===== src/rtl/serial_sub.sv =====
`default_nettype none
// ============================================================================
//  Module      : serial_sub
//  Description : Bit-serial subtractor computing (a - b - bin) mod 2^WIDTH
//                LSB first over WIDTH cycles, one full-subtractor cell plus a
//                registered borrow. Parallel load, parallel result, one-cycle
//                done pulse.
//  Revision    : 1.0 - initial release
// ============================================================================
module serial_sub #(
    parameter int WIDTH = 8
) (
    input  logic             clk,
    input  logic             rst,
    input  logic             start,
    input  logic [WIDTH-1:0] a,
    input  logic [WIDTH-1:0] b,
    input  logic             bin,
    output logic             busy,
    output logic             done,
    output logic [WIDTH-1:0] diff,
    output logic             bout
);

    // Bit-count width, derived from WIDTH.
    localparam int CW = $clog2(WIDTH + 1);

    localparam logic [1:0] c_st_idle  = 2'd0;
    localparam logic [1:0] c_st_shift = 2'd1;
    localparam logic [1:0] c_st_done  = 2'd2;

    localparam logic [CW-1:0] c_last_bit = CW'(WIDTH - 1);

    logic [1:0]       r_state;
    logic [WIDTH-1:0] r_sa;
    logic [WIDTH-1:0] r_sb;
    logic [WIDTH-1:0] r_res;
    logic             r_borrow;
    logic [CW-1:0]    r_count;

    logic             w_d;
    logic             w_bout;

    // Single-bit full-subtractor cell fed by the operand LSBs and running borrow.
    always_comb begin
        w_d    = r_sa[0] ^ r_sb[0] ^ r_borrow;
        w_bout = (~r_sa[0] & r_sb[0]) | (~(r_sa[0] ^ r_sb[0]) & r_borrow);
    end

    // Control FSM, datapath shift registers and registered outputs.
    always_ff @(posedge clk) begin
        if (rst) begin
            r_state  <= c_st_idle;
            r_sa     <= '0;
            r_sb     <= '0;
            r_res    <= '0;
            r_borrow <= 1'b0;
            r_count  <= '0;
            busy     <= 1'b0;
            done     <= 1'b0;
            diff     <= '0;
            bout     <= 1'b0;
        end else begin
            // done is a pulse: only the DONE state raises it for one cycle.
            done <= 1'b0;
            case (r_state)
                c_st_idle: begin
                    if (start) begin
                        r_sa     <= a;
                        r_sb     <= b;
                        r_borrow <= bin;
                        r_res    <= '0;
                        r_count  <= '0;
                        busy     <= 1'b1;
                        r_state  <= c_st_shift;
                    end
                end
                c_st_shift: begin
                    // Result bits enter at the MSB so after WIDTH shifts
                    // the first (LSB) result bit lands at bit 0.
                    r_res    <= {w_d, r_res[WIDTH-1:1]};
                    r_sa     <= {1'b0, r_sa[WIDTH-1:1]};
                    r_sb     <= {1'b0, r_sb[WIDTH-1:1]};
                    r_borrow <= w_bout;
                    r_count  <= r_count + 1'b1;
                    if (r_count == c_last_bit) begin
                        r_state <= c_st_done;
                    end
                end
                c_st_done: begin
                    diff    <= r_res;
                    bout    <= r_borrow;
                    done    <= 1'b1;
                    busy    <= 1'b0;
                    r_state <= c_st_idle;
                end
                default: begin
                    busy    <= 1'b0;
                    r_state <= c_st_idle;
                end
            endcase
        end
    end

endmodule
`default_nettype wire


===== config.mk =====
export PLATFORM = sky130hd
export DESIGN_NAME = serial_sub
export DESIGN_NICKNAME = d
export VERILOG_FILES = /design/src/rtl/serial_sub.sv
export SDC_FILE = /design/constraint.sdc
export NUM_CORES = 1
export LEC_CHECK = 0
export ABC_AREA = 1
export BUFFER_PORTS_ARGS = -buffer_cell sky130_fd_sc_hd__buf_2
export CORE_MARGIN = 4
export CORE_UTILIZATION = 55
export DETAILED_ROUTE_END_ITERATION = 16
export MAX_ROUTING_LAYER = met4
export PLACE_DENSITY = 0.78
export SLEW_MARGIN = 15
export SYNTH_ARGS = -nofsm -noshare
export SYNTH_HDL_FRONTEND = slang
export SYNTH_SLANG_ARGS = --single-unit

===== constraint.sdc =====
create_clock -name clk -period 1.45 [get_ports clk]
set_input_delay 0.0725 -clock clk [delete_from_list [all_inputs] [get_ports clk]]
set_output_delay 0.0725 -clock clk [all_outputs]
set_load 0.02 [all_outputs]

; ---- After elaboration in Yosys (flattened, before gate mapping)
; Index checks and enable logic that the tools add are counted.
[op_classes]
addsub = 1
eq_ne = 5
mux = 16
bitwise = 8
n_reduce_logical = 5
[ops]
columns = op, count
row1 = one-hot mux 8 bit (2 select lines), 3
row2 = two-way mux 8 bit, 3
row3 = one-hot mux 4 bit (2 select lines), 1
row4 = AND reduction 2 bit, 3
row5 = "adder 4 x 1 -> 4 bit, second input constant", 1
row6 = "== test 4 x 3 -> 1 bit, second input constant", 1
row7 = two-way mux 2 bit, 2
row8 = two-way mux 4 bit, 1
row9 = "inequality test 2 bit, second input constant", 2
row10 = one-hot mux 1 bit (2 select lines), 2
row11 = one-hot mux 2 bit (2 select lines), 1
row12 = two-way mux 1 bit, 3
row13 = inverter 1 bit, 3
row14 = bitwise AND 1 bit, 2
row15 = "== test 2 x 1 -> 1 bit, second input constant", 1
row16 = "== test 2 bit, second input constant", 1
row17 = logical NOT 2 bit, 1
row18 = nonzero test 2 bit, 1
row19 = bitwise XOR 1 bit, 2
row20 = OR 1 bit, 1
[word_totals]
reg_bits = 42
out_inout_bits = 11
wordCells = 45

; ---- Logic depth before layout (Yosys ltp)
; Gate-level depths: netlist of the first run.
[depth]
ltp_word = 5
mapped_depth = 7

; ---- Least setup slack after synthesis of the first run
; No wires, ideal clock.
[synth_timing]
kind = register to register
startpoint = register r_sb[0]
endpoint = register r_res[7]
setup_ns = 0.116
arrival_time_ns = 0.909
required_ns = 1.334
path_slack_ns = 0.424
path_stages_with_launch = 5
path_buffers = 0
path_cell_list = dfxtp_1 inv_1 fa_1 nand3_1 o21ai_1
[synth_via]
elab_chain_len = 3
[synth_lines]
columns = element, line
row1 = "start, declared", 36  ; logic [WIDTH-1:0] r_sb;
row2 = "start signal, assigned", 83  ; r_sb <= {1'b0, r_sb[WIDTH-1:1]};
row3 = bitwise XOR 1 bit (2 in a row), 46  ; w_d = r_sa[0] ^ r_sb[0] ^ r_borrow;
row4 = one-hot mux 8 bit (2 select lines), 66  ; case (r_state)
row5 = "end signal, assigned", 81  ; r_res <= {w_d, r_res[WIDTH-1:1]};
row6 = "end, declared", 37  ; logic [WIDTH-1:0] r_res;
; No other way between the ends.
; A chain may end at the register's enable or synchronous reset.

==> results of run 1 <==
[tightest hold or removal path: stages]
cell and delay [ps]:
sky130_fd_sc_hd__buf_2 70, sky130_fd_sc_hd__inv_1 30, sky130_fd_sc_hd__nand2_1 50, sky130_fd_sc_hd__a21oi_1 50, sky130_fd_sc_hd__nor2_1 80
[power groups by stage]
stage | Combinational (mW) | Sequential, mW | Clock [mW]
6_report | 0.292 | 1.24 | 0.759
5_1_grt | 0.334 | 1.25 | 0.811
4_1_cts | 0.294 | 1.24 | 0.760
3_5_place_dp | 0.282 | 1.27 | 0
3_3_place_gp | 0.281 | 1.27 | 0
2_1_floorplan | 0.235 | 1.26 | 0
[logic make-up after synthesis]
logic type	Yosys count
simple gates	98
compound gates	57
buf+inv	51
flops	42
fa+ha+maj	2
[through the flow]
stage,instance area [sq um],instances,utilization
after floorplan,1840,250,-
after global placement,1980,317,0.632
after detailed placement,1980,317,0.632
after CTS,2100,328,0.671
after global routing,2100,328,0.671
final,2100,328,0.671
[path summary, 6_finish.rpt]
path               from          to  slack, ps  cells after the start
min                a[4]     r_sa[4]         30                      5
min reg2reg     r_sb[7]     r_sb[7]        480                      2
max                 rst  r_count[2]        190                      5
max reg2reg  r_state[1]     diff[6]        230                      5
[area by class of cell]
| cell class | instances | area, sq um |
|---|---|---|
| fill | 279 | 1030 |
| clock buffer | 6 | 51.3 |
| multi-input combinational | 157 | 744 |
| clock inverter | 1 | 30.0 |
| inverter | 38 | 143 |
| sequential | 42 | 841 |
| timing repair buffer | 40 | 235 |
| tap | 44 | 55.1 |
[state kept, by name (all words and copies together) (netlist names)]
signal	count
r_sb	8
done	1
diff	8
r_state	2
r_borrow	1
r_res	8
bout	1
busy	1
r_count	4
r_sa	8
[per-layer routing]
metal,GRT usage,vias up,wire length [um]
met4,0.0699,0,22
li1,-,844,-
met5,-,-,0
met1,0.218,697,1690
met2,0.297,25,1640
met3,0.0561,2,160
[cell usage after synthesis (all sizes together)]
master,number,share of area
nand2,55,0.12
dfxtp,42,0.46
inv,37,0.075
nor2,37,0.075
o21ai,29,0.085
a21oi,22,0.066
buf,12,0.059
o22ai,6,0.020
nand3,3,0.0081
nor3,2,0.0054
clkbuf,1,0.0027
clkinv,1,0.0020
fa,1,0.011
ha,1,0.0068
nor4,1,0.0034
==> results_tabular.tex, run 1 <==
\begin{tabular}{lr}
\hline
Metric & Value \\
\hline
\multicolumn{2}{l}{\textbf{Run status}} \\
\quad Status & finished clean \\
\multicolumn{2}{l}{\textbf{Worst setup path}} \\
\quad Cell type group with the largest total delay on the critical path & buffers and inverters \\
\quad Nature of the critical path startpoint & primary input \\
\quad Critical path peak fanout & 36 \\
\quad CP max-delay cell & sky130\_fd\_sc\_hd\_\_dlygate4sd3\_1 \\
\quad Delay of the slowest cell on the worst path & 530 ps \\
\quad Critical setup path kind & primary input to register \\
\quad Arrival time at the worst endpoint & 1550 ps \\
\quad Cell breakdown of the critical path & dlygate4sd3\_1, buf\_2, inv\_2, o21ai\_0, a21oi\_2 \\
\quad Data required time at the worst endpoint & 1730 ps \\
\quad Crit path capture type & register \\
\quad Number of buffers and inverters on the critical path & 3 \\
\multicolumn{2}{l}{\textbf{Pwr}} \\
\quad Sum of internal, switching and leakage power & 2.29 mW \\
\quad Max IR drop VDD & 620 uV \\
\quad Leakage power of the design & 1.02 nW \\
\quad Total internal power & 1.73 mW \\
\quad Sequential share of power & 0.542 \\
\quad Switching component of the power & 0.563 mW \\
\quad Power density cells & 1090 nW/um\^{}2 \\
\quad Comb power frac & 0.127 \\
\quad Clock share of power & 0.331 \\
\quad Switching portion of total power & 0.245 \\
\multicolumn{2}{l}{\textbf{STA}} \\
\quad RSZ-0062 raised after global routing & no \\
\quad Number of setup violations in the final report & 0 \\
\quad Hold Violations, Final & 0 \\
\quad Max Clk Rate & 793 MHz \\
\quad Sum of negative setup slack & 0 ps \\
\quad Worst-case clock skew & 11.8 ps \\
\quad Worst hold-check slack & 34.9 ps \\
\quad Slew @ Worst Pin & 494 ps \\
\quad PnR worst setup slack & 188 ps \\
\quad Share of the clock period used by the worst path & 0.870 \\
\quad Max Slew Vio Count & 0 \\
\quad Post-layout minimum cycle time & 1260 ps \\
\quad Slew headroom & 0.670 \\
\multicolumn{2}{l}{\textbf{Floorplan}} \\
\quad Die Y-Extent & 65.9 um \\
\quad Row Count & 20 \\
\quad Die W & 65.9 um \\
\quad Area inside the core boundary & 3130 sq um \\
\quad Effective utilization at floorplan & 0.589 \\
\quad I/O pin cnt & 31 \\
\quad Area of the die & 4340 sq um \\
\multicolumn{2}{l}{\textbf{Finish}} \\
\quad Most common cell after layout, fill and taps aside & sky130\_fd\_sc\_hd\_\_nand2\_1 \\
\quad Post-synthesis to final-layout area growth & 14.0\% \\
\quad Antenna cell count & 0 \\
\quad Fraction of final layout cells sized beyond drive strength 1 & 0.190 \\
\quad \# nets final & 306 \\
\quad Commonest cells after routing, fill and taps aside & sky130\_fd\_sc\_hd\_\_nand2\_1 (51), sky130\_fd\_sc\_hd\_\_dfxtp\_1 (42), sky130\_fd\_sc\_hd\_\_nor2\_1 (37) \\
\multicolumn{2}{l}{\textbf{Drt}} \\
\quad Total wire length after detailed routing & 3.51 mm \\
\quad Iteration-0 DRC Markers & 171 \\
\quad Final ANT Viol Nets & 0 \\
\quad Via total after detailed routing & 1,568 \\
\quad Drt via density & 4.78 \\
\quad Per-cell routed wire length & 10.7 um \\
\quad DRC & 0 \\
\quad Router iterations before antenna repair & 5 \\
\multicolumn{2}{l}{\textbf{Global routing}} \\
\quad Global-route wire length before repair & 6.00 mm \\
\quad Aggregate global routing overflow & 0 \\
\quad Via count of the first global-routing pass & 1,425 \\
\quad All-layer global routing usage & 0.185 \\
\quad Largest net degree at the start of global routing & 37 \\
\quad Antenna violations before repair & 0 \\
\multicolumn{2}{l}{\textbf{Logic synthesis}} \\
\quad Avg Inst Size Synth & 7.37 sq um \\
\quad Post-Synth XOR/XNOR Area & 0 \\
\quad Post-synthesis share of cell area spent on full adders, half adders and majority gates & 0.0177 \\
\quad Netlist cell types & 23 \\
\quad Sequential-to-total area share from yosys stat & 0.457 \\
\quad Total number of yosys warnings & 0 \\
\quad Post-synthesis simple-gate area fraction & 0.215 \\
\quad Dominant combinational cell family by area after synthesis & simple AND/OR/NAND/NOR gates \\
\quad \#FFs+latches synth & 42 \\
\quad Compound-gate portion of the synthesized area & 0.171 \\
\quad Post-Syn Nets & 272 \\
\quad Share of synthesized area spent on multiplexers & 0 \\
\quad Post-synthesis instance area & 1840 sq um \\
\quad Count of mapped cells out of synthesis & 250 \\
\multicolumn{2}{l}{\textbf{Clock network}} \\
\quad Sink Count & 42 \\
\quad Worst-path clk slew & 120 ps \\
\quad Number of buffers inserted by hold repair at cts & 4 \\
\quad Clock tree from TritonCTS & done \\
\quad Total of cells resized after clock tree synthesis & 0 \\
\quad Root cell of the clock tree & sky130\_fd\_sc\_hd\_\_clkbuf\_4 \\
\quad Number of buffers inserted during clock tree synthesis & 5 \\
\quad \# Post-CTS Setup Buffers & 0 \\
\quad Number of H-tree levels & 2 \\
\quad Clock latency on the worst-skew pair & 350 ps \\
\quad Max Buffers Root-to-Sink & 2 \\
\multicolumn{2}{l}{\textbf{Placement}} \\
\quad Worst-case setup slack after placement & 236 ps \\
\quad Detailed placement HPWL & 2.36 mm \\
\quad I/O Buffers & 30 \\
\quad Routability-driven placement congestion ratio & 0.746 \\
\multicolumn{2}{l}{\textbf{Flow run}} \\
\quad Count of max-cap constraint violations & 0 \\
\multicolumn{2}{l}{\textbf{Worst hold path}} \\
\quad Kind of path behind the tightest hold check & primary input to register \\
\hline
\end{tabular}
Note: power is estimated with default switching activity, not from simulation.
==> run 2, diff against run 1 <==
CTS_BUF_LIST = sky130_fd_sc_hd__clkbuf_8 sky130_fd_sc_hd__clkbuf_16   (was not set)
==> results_tabular.tex, run 2 (synthesized netlist as in run 1, its figures left out) <==
\begin{tabular}{lr}
\hline
Metric & Value \\
\hline
\multicolumn{2}{l}{\textbf{Worst setup path}} \\
\quad FF-to-FF End & diff[6] \\
\quad Cell type group with the largest total delay on the critical path & simple AND/OR/NAND/NOR gates \\
\quad CP max-delay cell & sky130\_fd\_sc\_hd\_\_dfxtp\_1 \\
\quad Arrival time at the worst endpoint & 1420 ps (-130 ps) \\
\quad Reg-to-reg slack, setup & 220 ps (about the same) \\
\quad Number of buffers and inverters on the critical path & 2 (-1) \\
\quad Critical setup path kind & register to register \\
\quad Cell breakdown of the critical path & inv\_2, nor2\_1, clkinv\_1, nor2\_1, nor2\_1 \\
\quad Most frequent CP cell & sky130\_fd\_sc\_hd\_\_nor2\_1 \\
\quad Startpoint of the lowest-slack register-to-register path & r\_state[1] \\
\quad Worst Reg-to-Reg Cells & 5 (unchanged) \\
\quad Data required time at the worst endpoint & 1640 ps (-90 ps) \\
\quad Nature of the critical path startpoint & register \\
\quad Delay of the slowest cell on the worst path & 370 ps (-160 ps) \\
\quad Crit path capture type & register \\
\quad Critical path peak fanout & 9 (-75\%) \\
\multicolumn{2}{l}{\textbf{Finish}} \\
\quad Post-route non-filler standard cell count & 324 (-1.2\%) \\
\quad Antenna cell count & 0 (unchanged) \\
\quad Final Util & 0.668 (-0.00280) \\
\quad \# nets final & 302 (-1.3\%) \\
\quad Commonest cells after routing, fill and taps aside & sky130\_fd\_sc\_hd\_\_nand2\_1 (51), sky130\_fd\_sc\_hd\_\_dfxtp\_1 (42), sky130\_fd\_sc\_hd\_\_nor2\_1 (37) \\
\quad Final design instance area without fill & 2090 sq um (-0.42\%) \\
\quad Most common cell after layout, fill and taps aside & sky130\_fd\_sc\_hd\_\_nand2\_1 \\
\quad Fraction of final layout cells sized beyond drive strength 1 & 0.193 (+0.00272) \\
\quad Post-synthesis to final-layout area growth & 13.5\% \\
\multicolumn{2}{l}{\textbf{Pwr}} \\
\quad Sum of internal, switching and leakage power & 2.46 mW (+7.0\%) \\
\quad Power density cells & 1170 nW/um\^{}2 (+7.5\%) \\
\quad Leakage power of the design & 1.02 nW (-0.37\%) \\
\quad Max IR drop VDD & 699 uV (+13\%) \\
\multicolumn{2}{l}{\textbf{Drt}} \\
\quad Iteration-0 DRC Markers & 129 (-25\%) \\
\quad Total wire length after detailed routing & 3.44 mm (-1.8\%) \\
\quad Via total after detailed routing & 1,556 (-0.77\%) \\
\quad DRC & 0 (unchanged) \\
\quad Drt via density & 4.80 (+0.46\%) \\
\quad Router iterations before antenna repair & 4 (-1) \\
\quad Final ANT Viol Nets & 0 (unchanged) \\
\quad Per-cell routed wire length & 10.6 um (-0.56\%) \\
\multicolumn{2}{l}{\textbf{Flow run}} \\
\quad Count of max-cap constraint violations & 0 (unchanged) \\
\multicolumn{2}{l}{\textbf{Worst hold path}} \\
\quad Depth of the worst hold-timing path & 3 (-2) \\
\quad Kind of path behind the tightest hold check & primary input to register \\
\quad Source of the worst hold timing path & a[7] \\
\quad Hold endpoint & r\_sa[7] \\
\multicolumn{2}{l}{\textbf{Floorplan}} \\
\quad Die Y-Extent & 65.9 um (unchanged) \\
\quad Area inside the core boundary & 3130 sq um (unchanged) \\
\quad Effective utilization at floorplan & 0.589 (unchanged) \\
\quad Area of the die & 4340 sq um (unchanged) \\
\quad I/O pin cnt & 31 (unchanged) \\
\quad Row Count & 20 (unchanged) \\
\quad Die W & 65.9 um (unchanged) \\
\multicolumn{2}{l}{\textbf{STA}} \\
\quad Hold Violations, Final & 0 (unchanged) \\
\quad PnR worst setup slack & 222 ps (+34.2 ps) \\
\quad Max Clk Rate & 815 MHz (+2.8\%) \\
\quad Worst-case clock skew & 5.07 ps (-6.69 ps) \\
\quad Worst hold-check slack & 27.1 ps (-7.77 ps) \\
\quad Max Slew Vio Count & 0 (unchanged) \\
\quad Post-layout minimum cycle time & 1230 ps (-34.2 ps) \\
\quad Sum of negative setup slack & 0 ps (unchanged) \\
\quad Slew headroom & 0.675 (+0.00520) \\
\quad Number of setup violations in the final report & 0 (unchanged) \\
\quad Slew @ Worst Pin & 487 ps (-7.78 ps) \\
\quad Share of the clock period used by the worst path & 0.847 (-0.0236) \\
\quad RSZ-0062 raised after global routing & no \\
\multicolumn{2}{l}{\textbf{Global routing}} \\
\quad Largest net degree at the start of global routing & 37 (unchanged) \\
\quad GRT met3 Usage & 0.0816 (+0.0255) \\
\quad Aggregate global routing overflow & 0 (unchanged) \\
\quad Busiest grt layer & met2 \\
\quad All-layer global routing usage & 0.186 (+0.00147) \\
\quad GR Util met1 & 0.213 (-0.00425) \\
\quad Via count of the first global-routing pass & 1,412 (-0.91\%) \\
\quad Global-route wire length before repair & 5.87 mm (-2.3\%) \\
\quad Antenna violations before repair & 0 (unchanged) \\
\quad Met2 Resource Use GR & 0.280 (-0.0163) \\
\multicolumn{2}{l}{\textbf{Clock network}} \\
\quad Root cell of the clock tree & sky130\_fd\_sc\_hd\_\_clkbuf\_8 \\
\quad Number of buffers inserted by hold repair at cts & 0 (-4) \\
\quad Worst-path clk slew & 70 ps (-50 ps) \\
\quad Max Buffers Root-to-Sink & 2 (unchanged) \\
\quad Clock tree from TritonCTS & done \\
\quad Number of buffers inserted during clock tree synthesis & 5 (unchanged) \\
\quad \# Post-CTS Setup Buffers & 0 (unchanged) \\
\quad Sink Count & 42 (unchanged) \\
\quad Clock latency on the worst-skew pair & 300 ps (-50 ps) \\
\quad Total of cells resized after clock tree synthesis & 0 (unchanged) \\
\quad Number of H-tree levels & 2 (unchanged) \\
\multicolumn{2}{l}{\textbf{Run status}} \\
\quad Status & finished clean \\
\multicolumn{2}{l}{\textbf{Placement}} \\
\quad Routability-driven placement congestion ratio & 0.746 (unchanged) \\
\quad Placed Area & 1980 sq um (unchanged) \\
\quad I/O Buffers & 30 (unchanged) \\
\quad Detailed placement HPWL & 2.36 mm (unchanged) \\
\quad Cell total after placement & 317 (unchanged) \\
\quad Worst-case setup slack after placement & 236 ps (unchanged) \\
\hline
\end{tabular}
## run 2: changes by cell type in the layout (fill, tap and decap cells not counted)
cell	delta
sky130_fd_sc_hd__dlygate4sd3_1	-4
sky130_fd_sc_hd__clkbuf_8	+5
sky130_fd_sc_hd__clkbuf_4	-5
## run 2: worst max-delay path by stage
stage,end,from,cells past startpoint,slack (ps)
5_1_grt,diff[1],r_state[1],5,50
2_1_floorplan,r_res[7],r_sb[0],4,420
3_3_place_gp,r_sa[6],r_state[1],6,280
4_1_cts,diff[6],r_state[1],5,210
6_report,diff[6],r_state[1],5,220
3_5_place_dp,diff[6],r_state[1],5,240
## run 2: cell type report
class                           count  area [sq um]
Multi-Input combinational cell    157           744
Tap cell                           44          55.1
Sequential cell                    42           841
Clock buffer                        6          82.6
Clock inverter                      1          30.0
Inverter                           38           143
Fill cell                         272          1040
Timing Repair Buffer               36           195
## run 2: metal layers
layer / up-vias / part of all wire / wire length (um)
met3: 6 / 0.050 / 173
met2: 25 / 0.45 / 1570
met5: - / 0 / 0
li1: 830 / - / -
met1: 695 / 0.48 / 1640
met4: 0 / 0.019 / 67
## run 2: power by group
| part | switching [mW] | leakage (nW) | internal (mW) |
|---|---|---|---|
| combinational | 0.170 | 0.620 | 0.112 |
| sequential | 0.0329 | 0.344 | 1.21 |
| clock | 0.380 | 0.0573 | 0.550 |
| total | 0.583 | 1.02 | 1.87 |
## run 2: worst register-to-register path: stages, from the launching register on
cell,delay (ps)
sky130_fd_sc_hd__dfxtp_1,370
sky130_fd_sc_hd__inv_2,90
sky130_fd_sc_hd__nor2_1,150
sky130_fd_sc_hd__clkinv_1,270
sky130_fd_sc_hd__nor2_1,180
sky130_fd_sc_hd__nor2_1,60
